<file path="config.mk">
export PLATFORM = sky130hd
export DESIGN_NAME = axi4_lite_reg_slv_flat
export DESIGN_NICKNAME = d
export VERILOG_FILES = /design/src/rtl/axi4_lite_reg_slv_if.sv /design/src/rtl/axi4_lite_reg_slv.sv /design/src/flat_wrapper.sv
export SDC_FILE = /design/constraint.sdc
export NUM_CORES = 1
export LEC_CHECK = 0
export CORE_MARGIN = 5
export CORE_UTILIZATION = 42
export DETAILED_ROUTE_END_ITERATION = 16
export PLACE_DENSITY_LB_ADDON = 0.2
export SLEW_MARGIN = 20
export SYNTH_ARGS = -nofsm -noshare
export SYNTH_HDL_FRONTEND = slang
export SYNTH_SLANG_ARGS = --single-unit
export TNS_END_PERCENT = 50
</file>
<file path="constraint.sdc">
create_clock -name clk -period 2.2 [get_ports clk]
set_input_delay 0.44 -clock clk [delete_from_list [all_inputs] [get_ports clk]]
set_output_delay 0.44 -clock clk [all_outputs]
set_load 0.02 [all_outputs]
</file>
<file path="src/rtl/axi4_lite_reg_slv_if.sv">
// AXI4-Lite bus bundle for the axi4_lite_reg_slv register block.
// The master modport is the bus driver side, the slave modport is the register block.
interface axi4_lite_reg_slv_if #(
  parameter int AW = 8,
  parameter int DW = 32
) ();
  logic [AW-1:0]   s_awaddr;
  logic            s_awvalid;
  logic            s_awready;
  logic [DW-1:0]   s_wdata;
  logic [DW/8-1:0] s_wstrb;
  logic            s_wvalid;
  logic            s_wready;
  logic [1:0]      s_bresp;
  logic            s_bvalid;
  logic            s_bready;
  logic [AW-1:0]   s_araddr;
  logic            s_arvalid;
  logic            s_arready;
  logic [DW-1:0]   s_rdata;
  logic [1:0]      s_rresp;
  logic            s_rvalid;
  logic            s_rready;

  modport master (
    output s_awaddr, s_awvalid, s_wdata, s_wstrb, s_wvalid, s_bready,
    output s_araddr, s_arvalid, s_rready,
    input  s_awready, s_wready, s_bresp, s_bvalid,
    input  s_arready, s_rdata, s_rresp, s_rvalid
  );

  modport slave (
    input  s_awaddr, s_awvalid, s_wdata, s_wstrb, s_wvalid, s_bready,
    input  s_araddr, s_arvalid, s_rready,
    output s_awready, s_wready, s_bresp, s_bvalid,
    output s_arready, s_rdata, s_rresp, s_rvalid
  );
endinterface

</file>
<file path="src/rtl/axi4_lite_reg_slv.sv">
// AXI4-Lite slave with four 32-bit registers: CTRL (0x0), STATUS (0x4), COUNT (0x8), SCRATCH (0xC).
// Optional macro AXI4_LITE_REG_SLV_SLVERR_EN: unmapped accesses answer SLVERR instead of OKAY.
module axi4_lite_reg_slv #(
  parameter int ADDR_BIT_WIDTH = 8,
  parameter int DATA_BIT_WIDTH = 32
) (
  input  logic                 clk,
  input  logic                 rst_n,
  axi4_lite_reg_slv_if.slave   s_axi,
  input  logic [31:0]          status_i,
  output logic                 cnt_wrap_o
);

  if (DATA_BIT_WIDTH != 32) begin : g_bad_data_width
    $error("axi4_lite_reg_slv: DATA_BIT_WIDTH must be 32");
  end

  localparam logic [1:0] RESP_OKAY   = 2'b00;
  localparam logic [1:0] RESP_SLVERR = 2'b10;
`ifdef AXI4_LITE_REG_SLV_SLVERR_EN
  localparam logic [1:0] RESP_UNMAPPED = RESP_SLVERR;
`else
  localparam logic [1:0] RESP_UNMAPPED = RESP_OKAY;
`endif

  // The write executes on the edge where the later of AW/W completes, so no
  // separate execute cycle is spent between capture and response.
  typedef enum logic {W_IDLE, W_RESP} wr_state_e;
  typedef enum logic {R_IDLE, R_RESP} rd_state_e;

  wr_state_e                 wst_q, wst_d;
  rd_state_e                 rst_q, rst_d;
  logic                      rdy_en_q;
  logic                      aw_held_q, aw_held_d;
  logic [ADDR_BIT_WIDTH-1:2] awaddr_q, awaddr_d;
  logic                      w_held_q, w_held_d;
  logic [31:0]               wdata_q, wdata_d;
  logic [3:0]                wstrb_q, wstrb_d;
  logic                      do_write;
  logic [1:0]                bresp_q, bresp_d;
  logic                      ctrl_en_q, ctrl_en_d;
  logic [31:0]               count_q, count_d;
  logic [31:0]               scratch_q, scratch_d;
  logic                      wrap_q, wrap_d;
  logic [31:0]               rdata_q, rdata_d;
  logic [1:0]                rresp_q, rresp_d;
  logic                      aw_hs, w_hs, ar_hs;
  logic                      wr_mapped, rd_mapped;
  logic                      wr_count, cnt_clr;
  logic                      unused_addr_lsb;

  // Byte lanes with strobe 0 keep the old value.
  function automatic logic [31:0] strb_merge(input logic [31:0] old_v,
                                             input logic [31:0] new_v,
                                             input logic [3:0]  strb);
    logic [31:0] res;
    for (int b = 0; b < 4; b++) begin
      res[8*b +: 8] = strb[b] ? new_v[8*b +: 8] : old_v[8*b +: 8];
    end
    return res;
  endfunction

  assign aw_hs = s_axi.s_awvalid && s_axi.s_awready;
  assign w_hs  = s_axi.s_wvalid  && s_axi.s_wready;
  assign ar_hs = s_axi.s_arvalid && s_axi.s_arready;
  assign unused_addr_lsb = ^{s_axi.s_awaddr[1:0], s_axi.s_araddr[1:0]};

  // State and storage registers; readies stay low until the first edge after reset.
  always_ff @(posedge clk or negedge rst_n) begin
    if (!rst_n) begin
      wst_q     <= W_IDLE;
      rst_q     <= R_IDLE;
      rdy_en_q  <= 1'b0;
      aw_held_q <= 1'b0;
      awaddr_q  <= '0;
      w_held_q  <= 1'b0;
      wdata_q   <= '0;
      wstrb_q   <= '0;
      bresp_q   <= RESP_OKAY;
      ctrl_en_q <= 1'b0;
      count_q   <= '0;
      scratch_q <= '0;
      wrap_q    <= 1'b0;
      rdata_q   <= '0;
      rresp_q   <= RESP_OKAY;
    end else begin
      wst_q     <= wst_d;
      rst_q     <= rst_d;
      rdy_en_q  <= 1'b1;
      aw_held_q <= aw_held_d;
      awaddr_q  <= awaddr_d;
      w_held_q  <= w_held_d;
      wdata_q   <= wdata_d;
      wstrb_q   <= wstrb_d;
      bresp_q   <= bresp_d;
      ctrl_en_q <= ctrl_en_d;
      count_q   <= count_d;
      scratch_q <= scratch_d;
      wrap_q    <= wrap_d;
      rdata_q   <= rdata_d;
      rresp_q   <= rresp_d;
    end
  end

  // Write FSM next state: collect AW and W in any order, fire once both are held.
  always_comb begin
    wst_d     = wst_q;
    aw_held_d = aw_held_q;
    awaddr_d  = awaddr_q;
    w_held_d  = w_held_q;
    wdata_d   = wdata_q;
    wstrb_d   = wstrb_q;
    do_write  = 1'b0;
    case (wst_q)
      W_IDLE: begin
        if (aw_hs) begin
          aw_held_d = 1'b1;
          awaddr_d  = s_axi.s_awaddr[ADDR_BIT_WIDTH-1:2];
        end
        if (w_hs) begin
          w_held_d = 1'b1;
          wdata_d  = s_axi.s_wdata;
          wstrb_d  = s_axi.s_wstrb;
        end
        if (aw_held_d && w_held_d) begin
          do_write  = 1'b1;
          aw_held_d = 1'b0;
          w_held_d  = 1'b0;
          wst_d     = W_RESP;
        end
      end
      W_RESP:  if (s_axi.s_bready) wst_d = W_IDLE;
      default: wst_d = W_IDLE;
    endcase
  end

  // Register file update: a COUNT write beats cnt_clr, which beats the increment.
  always_comb begin
    ctrl_en_d = ctrl_en_q;
    count_d   = count_q;
    scratch_d = scratch_q;
    bresp_d   = bresp_q;
    wrap_d    = 1'b0;
    wr_count  = 1'b0;
    cnt_clr   = 1'b0;
    wr_mapped = (awaddr_d[ADDR_BIT_WIDTH-1:4] == '0);
    if (do_write) begin
      bresp_d = wr_mapped ? RESP_OKAY : RESP_UNMAPPED;
      if (wr_mapped) begin
        case (awaddr_d[3:2])
          2'd0: if (wstrb_d[0]) begin
            ctrl_en_d = wdata_d[0];
            cnt_clr   = wdata_d[1];
          end
          2'd2:    wr_count  = 1'b1;
          2'd3:    scratch_d = strb_merge(scratch_q, wdata_d, wstrb_d);
          default: ;
        endcase
      end
    end
    if (wr_count) begin
      count_d = strb_merge(count_q, wdata_d, wstrb_d);
    end else if (cnt_clr) begin
      count_d = '0;
    end else if (ctrl_en_q) begin
      count_d = count_q + 32'd1;
      wrap_d  = &count_q;
    end
  end

  // Read FSM next state: capture the addressed register at the AR handshake.
  always_comb begin
    rst_d     = rst_q;
    rdata_d   = rdata_q;
    rresp_d   = rresp_q;
    rd_mapped = (s_axi.s_araddr[ADDR_BIT_WIDTH-1:4] == '0);
    case (rst_q)
      R_IDLE: if (ar_hs) begin
        rst_d = R_RESP;
        if (rd_mapped) begin
          rresp_d = RESP_OKAY;
          case (s_axi.s_araddr[3:2])
            2'd0:    rdata_d = {31'd0, ctrl_en_q};
            2'd1:    rdata_d = status_i;
            2'd2:    rdata_d = count_q;
            default: rdata_d = scratch_q;
          endcase
        end else begin
          rresp_d = RESP_UNMAPPED;
          rdata_d = '0;
        end
      end
      R_RESP:  if (s_axi.s_rready) rst_d = R_IDLE;
      default: rst_d = R_IDLE;
    endcase
  end

  // Bus outputs decoded from FSM state and held registers.
  always_comb begin
    s_axi.s_awready = rdy_en_q && !aw_held_q && (wst_q != W_RESP);
    s_axi.s_wready  = rdy_en_q && !w_held_q  && (wst_q != W_RESP);
    s_axi.s_bvalid  = (wst_q == W_RESP);
    s_axi.s_bresp   = bresp_q;
    s_axi.s_arready = rdy_en_q && (rst_q == R_IDLE);
    s_axi.s_rvalid  = (rst_q == R_RESP);
    s_axi.s_rdata   = rdata_q;
    s_axi.s_rresp   = rresp_q;
    cnt_wrap_o      = wrap_q;
  end

endmodule

</file>
<file path="src/flat_wrapper.sv">
// flat-port wrapper written by rule: the top's interface ports become plain ports
module axi4_lite_reg_slv_flat 
#(
  parameter int ADDR_BIT_WIDTH = 8,
  parameter int DATA_BIT_WIDTH = 32
)
  (clk, rst_n, status_i, cnt_wrap_o, s_axi_s_awaddr, s_axi_s_awvalid, s_axi_s_wdata, s_axi_s_wstrb, s_axi_s_wvalid, s_axi_s_bready, s_axi_s_araddr, s_axi_s_arvalid, s_axi_s_rready, s_axi_s_awready, s_axi_s_wready, s_axi_s_bresp, s_axi_s_bvalid, s_axi_s_arready, s_axi_s_rdata, s_axi_s_rresp, s_axi_s_rvalid);
  axi4_lite_reg_slv_if #(.AW(8), .DW(32)) s_axi_i ();
  input  logic clk;
  input  logic rst_n;
  input  logic [31:0] status_i;
  output logic cnt_wrap_o;
  input wire logic [$bits(s_axi_i.s_awaddr)-1:0] s_axi_s_awaddr;
  input wire logic [$bits(s_axi_i.s_awvalid)-1:0] s_axi_s_awvalid;
  input wire logic [$bits(s_axi_i.s_wdata)-1:0] s_axi_s_wdata;
  input wire logic [$bits(s_axi_i.s_wstrb)-1:0] s_axi_s_wstrb;
  input wire logic [$bits(s_axi_i.s_wvalid)-1:0] s_axi_s_wvalid;
  input wire logic [$bits(s_axi_i.s_bready)-1:0] s_axi_s_bready;
  input wire logic [$bits(s_axi_i.s_araddr)-1:0] s_axi_s_araddr;
  input wire logic [$bits(s_axi_i.s_arvalid)-1:0] s_axi_s_arvalid;
  input wire logic [$bits(s_axi_i.s_rready)-1:0] s_axi_s_rready;
  output wire logic [$bits(s_axi_i.s_awready)-1:0] s_axi_s_awready;
  output wire logic [$bits(s_axi_i.s_wready)-1:0] s_axi_s_wready;
  output wire logic [$bits(s_axi_i.s_bresp)-1:0] s_axi_s_bresp;
  output wire logic [$bits(s_axi_i.s_bvalid)-1:0] s_axi_s_bvalid;
  output wire logic [$bits(s_axi_i.s_arready)-1:0] s_axi_s_arready;
  output wire logic [$bits(s_axi_i.s_rdata)-1:0] s_axi_s_rdata;
  output wire logic [$bits(s_axi_i.s_rresp)-1:0] s_axi_s_rresp;
  output wire logic [$bits(s_axi_i.s_rvalid)-1:0] s_axi_s_rvalid;
  assign s_axi_i.s_awaddr = s_axi_s_awaddr;
  assign s_axi_i.s_awvalid = s_axi_s_awvalid;
  assign s_axi_i.s_wdata = s_axi_s_wdata;
  assign s_axi_i.s_wstrb = s_axi_s_wstrb;
  assign s_axi_i.s_wvalid = s_axi_s_wvalid;
  assign s_axi_i.s_bready = s_axi_s_bready;
  assign s_axi_i.s_araddr = s_axi_s_araddr;
  assign s_axi_i.s_arvalid = s_axi_s_arvalid;
  assign s_axi_i.s_rready = s_axi_s_rready;
  assign s_axi_s_awready = s_axi_i.s_awready;
  assign s_axi_s_wready = s_axi_i.s_wready;
  assign s_axi_s_bresp = s_axi_i.s_bresp;
  assign s_axi_s_bvalid = s_axi_i.s_bvalid;
  assign s_axi_s_arready = s_axi_i.s_arready;
  assign s_axi_s_rdata = s_axi_i.s_rdata;
  assign s_axi_s_rresp = s_axi_i.s_rresp;
  assign s_axi_s_rvalid = s_axi_i.s_rvalid;
  axi4_lite_reg_slv #(.ADDR_BIT_WIDTH(ADDR_BIT_WIDTH), .DATA_BIT_WIDTH(DATA_BIT_WIDTH)) u_core (.clk(clk), .rst_n(rst_n), .s_axi(s_axi_i), .status_i(status_i), .cnt_wrap_o(cnt_wrap_o));
endmodule
</file>
# Word-level counts from Yosys, hierarchy flattened
# Cells that the tools add are included.
[totals]
reg_bits = 145
word_cells = 95
output_inout_bits = 42
in_bits = 91
[op_classes]
eq_ne = 8
n_bitwise = 2
n_reduce_logical = 27
add_sub_neg = 1
n_mux = 38
[op_table]
columns = ["op", "count"]
rows = [
  ["two-way mux 32 bit", 6],
  ["one-hot mux 32 bit (3 select lines)", 1],
  ["adder 32 x 1 -> 32 bit, second input constant", 1],
  ["two-way mux 8 bit", 4],
  ["AND reduction 32 bit", 1],
  ["two-way mux 1 bit", 21],
  ["AND reduction 4 bit", 5],
  ["two-way mux 6 bit", 2],
  ["AND reduction 2 bit", 5],
  ["logical AND 1 bit", 9],
  ["zero test 4 bit", 2],
  ["two-way mux 4 bit", 2],
  ["!= test 2 x 1 -> 1 bit, second input constant", 4],
  ["== test 2 bit, second input constant", 3],
  ["zero test 2 bit", 2],
  ["one-hot mux 1 bit (2 select lines)", 2],
  ["nonzero test 3 bit", 1],
  ["== test 2 x 1 -> 1 bit, second input constant", 1],
  ["zero test 1 bit", 2],
  ["inverter 1 bit", 2],
]

# Longest topological paths before layout
[depth]
ltp_word = 12
mapped_depth = 10
mapped_depth_nobuf = 6

# Least setup slack after synthesis
# No wires, ideal clock.
[synth_path]
path_type = "register -> register"
from = "reg u_core.wst_q (netlist: u_core.s_axi.s_bvalid)"
to = "reg u_core.count_q[1]"
n_path_buf = 3
path_stages_with_launch = 9
required_time_ps = 2075
period_less_slack_ps = 2323
path_slack_ps = -123
setup_ps = 125
arrival_ps = 2198
cell_sequence = "dfrtp_1 > buf_2 > nand4bb_1 > buf_4 > mux2i_2 > or3_1 > buf_6 > o22ai_4 > mux2_4"
[synth_via]
elab_chain_cells = 11
elab_cells_between_ends = 34
cone_classes = "eq/ne: 2; mux: 22; bitwise: 1; reduce/logical: 9"
[synth_rtl]
columns = ["item", "line", "source"]
rows = [
  ["from (decl)", "axi4_lite_reg_slv.sv:31", "wr_state_e wst_q, wst_d;"],
  ["from (signal assigned)", "axi4_lite_reg_slv.sv:87", "wst_q <= wst_d;"],
  ["inverter 1 bit", "axi4_lite_reg_slv.sv:200, axi4_lite_reg_slv.sv:201", ""],
  ["logical AND 1 bit, on equally long branches", "axi4_lite_reg_slv.sv:200, axi4_lite_reg_slv.sv:201", ""],
  ["logical AND 1 bit, on equally long branches", "axi4_lite_reg_slv.sv:63, axi4_lite_reg_slv.sv:64", ""],
  ["two-way mux 6 bit, or another cell as far along", "axi4_lite_reg_slv.sv:116", "if (aw_hs) begin"],
  ["two-way mux 6 bit, or another cell as far along", "axi4_lite_reg_slv.sv:114", "case (wst_q)"],
  ["== test 2 bit, or another cell as far along", "axi4_lite_reg_slv.sv:150", "case (awaddr_d[3:2])"],
  ["two-way mux 1 bit, on equally long branches", "axi4_lite_reg_slv.sv:150, axi4_lite_reg_slv.sv:125", ""],
  ["two-way mux 1 bit, on equally long branches", "axi4_lite_reg_slv.sv:149, axi4_lite_reg_slv.sv:114", ""],
  ["two-way mux 1 bit", "axi4_lite_reg_slv.sv:147", "if (do_write) begin"],
  ["!= test 2 x 1 -> 1 bit (no line), or another cell as far along", "--", ""],
  ["AND reduction 2 bit (no line) / two-way mux 32 bit (equally long branches)", "--", ""],
  ["to (signal assigned)", "axi4_lite_reg_slv.sv:97", "count_q <= count_d;"],
  ["to (decl)", "axi4_lite_reg_slv.sv:42", "logic [31:0] count_q, count_d;"],
]
# Several ways; a longest one is shown, not always the timed one. The select of a mux whose other input is x is not followed.
# A chain may end at the register's enable or synchronous reset.

# Worst setup path after layout
[layout_path]
from = "reg u_core.wst_q (netlist: u_core.s_axi.s_bvalid)"
to = "reg u_core.scratch_q[22]"
[layout_via]
elab_chain_cells = 9
elab_cells_between_ends = 21
cone_classes = "eq/ne: 1; mux: 12; bitwise: 1; reduce/logical: 7"
[layout_rtl]
columns = ["item", "line", "source"]
rows = [
  ["inverter 1 bit", "axi4_lite_reg_slv.sv:200, axi4_lite_reg_slv.sv:201", ""],
  ["logical AND 1 bit, on equally long branches", "axi4_lite_reg_slv.sv:200, axi4_lite_reg_slv.sv:201", ""],
  ["logical AND 1 bit, on equally long branches", "axi4_lite_reg_slv.sv:63, axi4_lite_reg_slv.sv:64", ""],
  ["two-way mux 1 bit, on equally long branches", "axi4_lite_reg_slv.sv:116, axi4_lite_reg_slv.sv:120", ""],
  ["two-way mux 1 bit", "axi4_lite_reg_slv.sv:114", ""],
  ["logical AND 1 bit", "axi4_lite_reg_slv.sv:125", "if (aw_held_d && w_held_d) begin"],
  ["two-way mux 1 bit", "axi4_lite_reg_slv.sv:125", ""],
  ["two-way mux 1 bit", "axi4_lite_reg_slv.sv:114", ""],
  ["AND reduction 4 bit (no line)", "--", ""],
  ["to (signal assigned)", "axi4_lite_reg_slv.sv:98", "scratch_q <= scratch_d;"],
  ["to (decl)", "axi4_lite_reg_slv.sv:43", "logic [31:0] scratch_q, scratch_d;"],
]
# Several ways; a longest one is shown, not always the timed one. The select of a mux whose other input is x is not followed.

==> run_results.csv <==
group,metric,value,unit
place,count_of_port_buffers_added_during_placement,124,
setup_path,worstReg2RegEnd,"u_core.scratch_q[22]",
timing,grt_setup_unrepaired,"true",
clock_tree,tritoncts.num_buffers,17,
power_and_ir_drop,leakage,4.73,nW
detailed_routing,detail_route.iter0.violations,605,
detailed_routing,avgViaCountPerCell,5.78,
synth,number_of_flops_mapped_to_enable_cells_by_yosys,0,
detailed_routing,via_count,7195,
synth,main_synth_ff_type,"dfrtp_1",
synth,post_synth_inst_count,773,
detailed_routing,antenna_left,0,
floorplanning,die-height,145,um
place,final_gp_congestion,0.920,
setup_path,reg2reg_setup_slack,-30,ps
power_and_ir_drop,power_per_cell_area,1120,nW/um^2
timing,fin_ws,-33.3,ps
floorplanning,pin_count,133,
synth,synth.cells.most_frequent,"dfrtp_1 (145), o21ai_0 (96), nand2_1 (92)",
min_path,min-delay-path-class,"reg -> reg",
synth,synth.most_common_cell,"dfrtp_1",
setup_path,cpMaxStageDelayCell,"or4_4",
clock_tree,worstSkewPairLatency,420,ps
setup_path,worstPathArrival,2530,ps
setup_path,worstRegToRegCells,7,
grt,grt_pass1_wl,38500,um
setup_path,crit_path_cell_trace,"nand4bb_1, buf_6, mux2i_4, buf_4, or4_4, o21ai_1, o21ai_0",
setup_path,cp-end-kind,"flop",
timing,max_freq,448,MHz
detailed_routing,finalWirelength,25200,um
min_path,worst_hold_path.num_cells,2,
layout,design.final.nets,1096,
synth,synth_area,7700,um^2
place,dp_hpwl,17500,um
timing,tightest_slew,537,ps
timing,final_max_slew_viol_count,0,
floorplanning,core_region_area,18000,um^2
clock_tree,cts.htree.levels,4,
grt,maximum_number_of_pins_on_one_net_before_global_route_repair,50,
timing,fin_tns_setup,-185,ps
synth,netlist.top_cell.by_area,"dfrtp_1",
clock_tree,path_clk_slew,60,ps
setup_path,critPathTopFamily,"simple AND/OR/NAND/NOR gates",
floorplanning,chipWidth,145,um
synth,synthDistinctLibCells,72,
setup_path,timing.rr.start,"u_core.s_axi.s_bvalid",
floorplanning,die_area,21100,um^2
floorplanning,std_cell_rows,49,
setup_path,critical_path.startpoint_type,"flop",
clock_tree,buffer_cell_driving_the_clock_tree_root,"clkbuf_16",
timing,min_period,2230,ps
timing,skew,9.66,ps
synth,synth_top_area_share,47.1,%
synth,syn_avg_cell_area,9.96,um^2
synth,number_of_synthesized_register_bits,145,
setup_path,crit_path_max_fanout,7,
clock_tree,tritoncts,"done",
power_and_ir_drop,ir_worst_vdd,608,uV
clock_tree,clock_sinks,145,
status,result_of_the_run,"complete, but fails checks",
clock_tree,cts-root-to-sink-buffers,2,
timing,slew_headroom,64.2,%
status,violations,"setup timing",
layout,drive_above_1_share,28.4,%
setup_path,timing_worst_setup_path_type,"reg -> reg",
synth,ys_warns,0,
layout,layout-area-overhead-vs-synth,44.8,%
synth,ys_async_sr_fraction,100,%
timing,timing.final.hold_violations,0,
grt,globalRoute.totalOverflow,0,
grt,antenna_found_initial,0,
floorplanning,floorplan.initialDensity,42.7,%
min_path,timing.hold.worst_endpoint,"u_core.s_axi.s_rdata[27]",
setup_path,cp.buffers_inverters,2,
place,dpl.cell_count,1200,
grt,groute.usage.overall,22.3,%
detailed_routing,detail_route.drc_violations,0,
flow_run,cap_viol_max_count,0,
detailed_routing,dr.pass1.iters,5,
synth,synth.yosys.seq_area_share,47.1,%
detailed_routing,average_wire_per_standard_cell,20.3,um
min_path,timing.hold.worst.start,"u_core.s_axi.s_rdata[27]",
synth,synth_top_cells_by_area,"dfrtp_1 (47%), o21ai_0 (6.2%), mux2_2 (6.1%)",
setup_path,crit_required,2500,ps
timing,fin_crit_sh,102,%
timing,setup_viol,13,
layout,final_instance_count_excl_fillers,1244,
layout,insertedDiodeCount,0,
grt,first_global_vias,7073,
setup_path,cp_slowest_stage_delay,640,ps
==> worst max-delay path by stage <==
stage / start / endpoint / slack (ps) / cells after the start
finish: u_core.s_axi.s_bvalid / u_core.scratch_q[22] / -30 / 7
global route: u_core.s_axi.s_bvalid / u_core.count_q[3] / -100 / 8
CTS: s_axi_s_awvalid / u_core.count_q[2] / -20 / 9
detailed placement: s_axi_s_awvalid / u_core.scratch_q[23] / -510 / 7
global placement: s_axi_s_awvalid / u_core.scratch_q[7] / -480 / 8
floorplan: u_core.s_axi.s_bvalid / u_core.count_q[1] / -70 / 8
==> where the power goes <==
| group | switching [mW] | internal (mW) | total, mW |
|---|---|---|---|
| sequential | 0.698 | 3.61 | 4.31 |
| combinational | 2.69 | 2.47 | 5.17 |
| clock | 1.12 | 1.85 | 2.98 |
==> final cells by class <==
class / count / area, um^2
timing repair buffer: 260 / 2470
sequential: 145 / 3630
tap: 229 / 287
inverter: 50 / 188
multi-input combinational: 530 / 3970
clock inverter: 10 / 135
clock buffer: 20 / 467
fill: 1511 / 6880
==> per-layer routing <==
| layer | GRT usage (%) | vias to the layer above | part of all wire (%) |
|---|---|---|---|
| met4 | 6.58 | 0 | 1.4 |
| met2 | 33.8 | 312 | 46 |
| met1 | 31.8 | 3527 | 45 |
| met3 | 5.23 | 26 | 7.5 |
| met5 | 0 | - | 0 |
| li1 | - | 3330 | - |
==> per-stage QoR <==
step | utilization (%) | instance area [um^2] | worst slack [ps] | hold slack, ps | total power [mW]
final | 61.8 | 11100 | -33.3 | 477 | 12.5
after global routing | 61.8 | 11100 | -100 | 494 | 13.1
after CTS | 59.3 | 10700 | -17.1 | 483 | 11.8
after detailed placement | 55.7 | 10000 | -508 | 416 | 8.77
after global placement | 55.7 | 10000 | -481 | 418 | 8.66
after floorplan | - | 7730 | -69.8 | 144 | 6.68
==> worst reg2reg max path, delay by kind of cell, from the launching register on <==
| kind | cells | cell delay (ps) |
|---|---|---|
| mux | 1 | 210 |
| flops | 1 | 440 |
| simple gates | 2 | 860 |
| buf+inv | 2 | 340 |
| compound gates | 2 | 260 |
==> what timing repair did <==
| action | in CTS | in global routing |
|---|---|---|
| endpoints found under the hold margin | 41 | 0 |
| setup endpoints to repair | 43 | 65 |
| gates resized for setup | 11 | 92 |
| pin swaps | 4 | 21 |
| hold buffers | 1 | 0 |
| buffers inserted | 0 | 11 |
| gates cloned | 0 | 3 |
==> layout by cell type (no fill, tap or decap), types with 7 or more instances in the layout <==
| master | count |
|---|---|
| clkdlybuf4s50_1 | 117 |
| o21ai_1 | 16 |
| and3_1 | 10 |
| a211oi_1 | 7 |
| a32oi_1 | 12 |
| nand4_1 | 14 |
| buf_12 | 11 |
| buf_4 | 112 |
| mux2_2 | 41 |
| a31oi_1 | 8 |
| nand3b_1 | 16 |
| a221oi_2 | 7 |
| nor3_1 | 12 |
| inv_1 | 47 |
| a22oi_1 | 36 |
| nand2_1 | 88 |
| mux2i_4 | 7 |
| a21oi_1 | 12 |
| nand3_1 | 14 |
| o22ai_1 | 8 |
| a211oi_2 | 7 |
| o21ai_2 | 10 |
| clkbuf_16 | 19 |
| mux2i_1 | 13 |
| nor2_1 | 21 |
| dfrtp_1 | 143 |
| buf_6 | 11 |
| o21ai_0 | 71 |
==> kinds of logic after synthesis <==
| family | after synthesis | share of synthesized area, % |
|---|---|---|
| buffers and inverters | 102 | 6.08 |
| multiplexers | 69 | 10.4 |
| AND/OR/NAND/NOR | 215 | 14.6 |
| flip-flops | 145 | 47.1 |
| other | 2 | 0.0975 |
| adder cells (fa/ha/maj) | 1 | 0.162 |
| AO/OA/AOI/OAI | 239 | 21.6 |
==> registers in the layout (all words and copies together) (netlist names) <==
signal,cells
u_core.count_q,32
u_core.wstrb_q,4
u_core.s_axi.s_bvalid,1
u_core.ctrl_en_q,1
u_core.s_axi.s_rvalid,1
u_core.s_axi.s_rdata,32
u_core.scratch_q,32
u_core.cnt_wrap_o,1
u_core.wdata_q,32
u_core.aw_held_q,1
u_core.rdy_en_q,1
u_core.awaddr_q,6
u_core.w_held_q,1
Power figures use the tool's default switching activity.
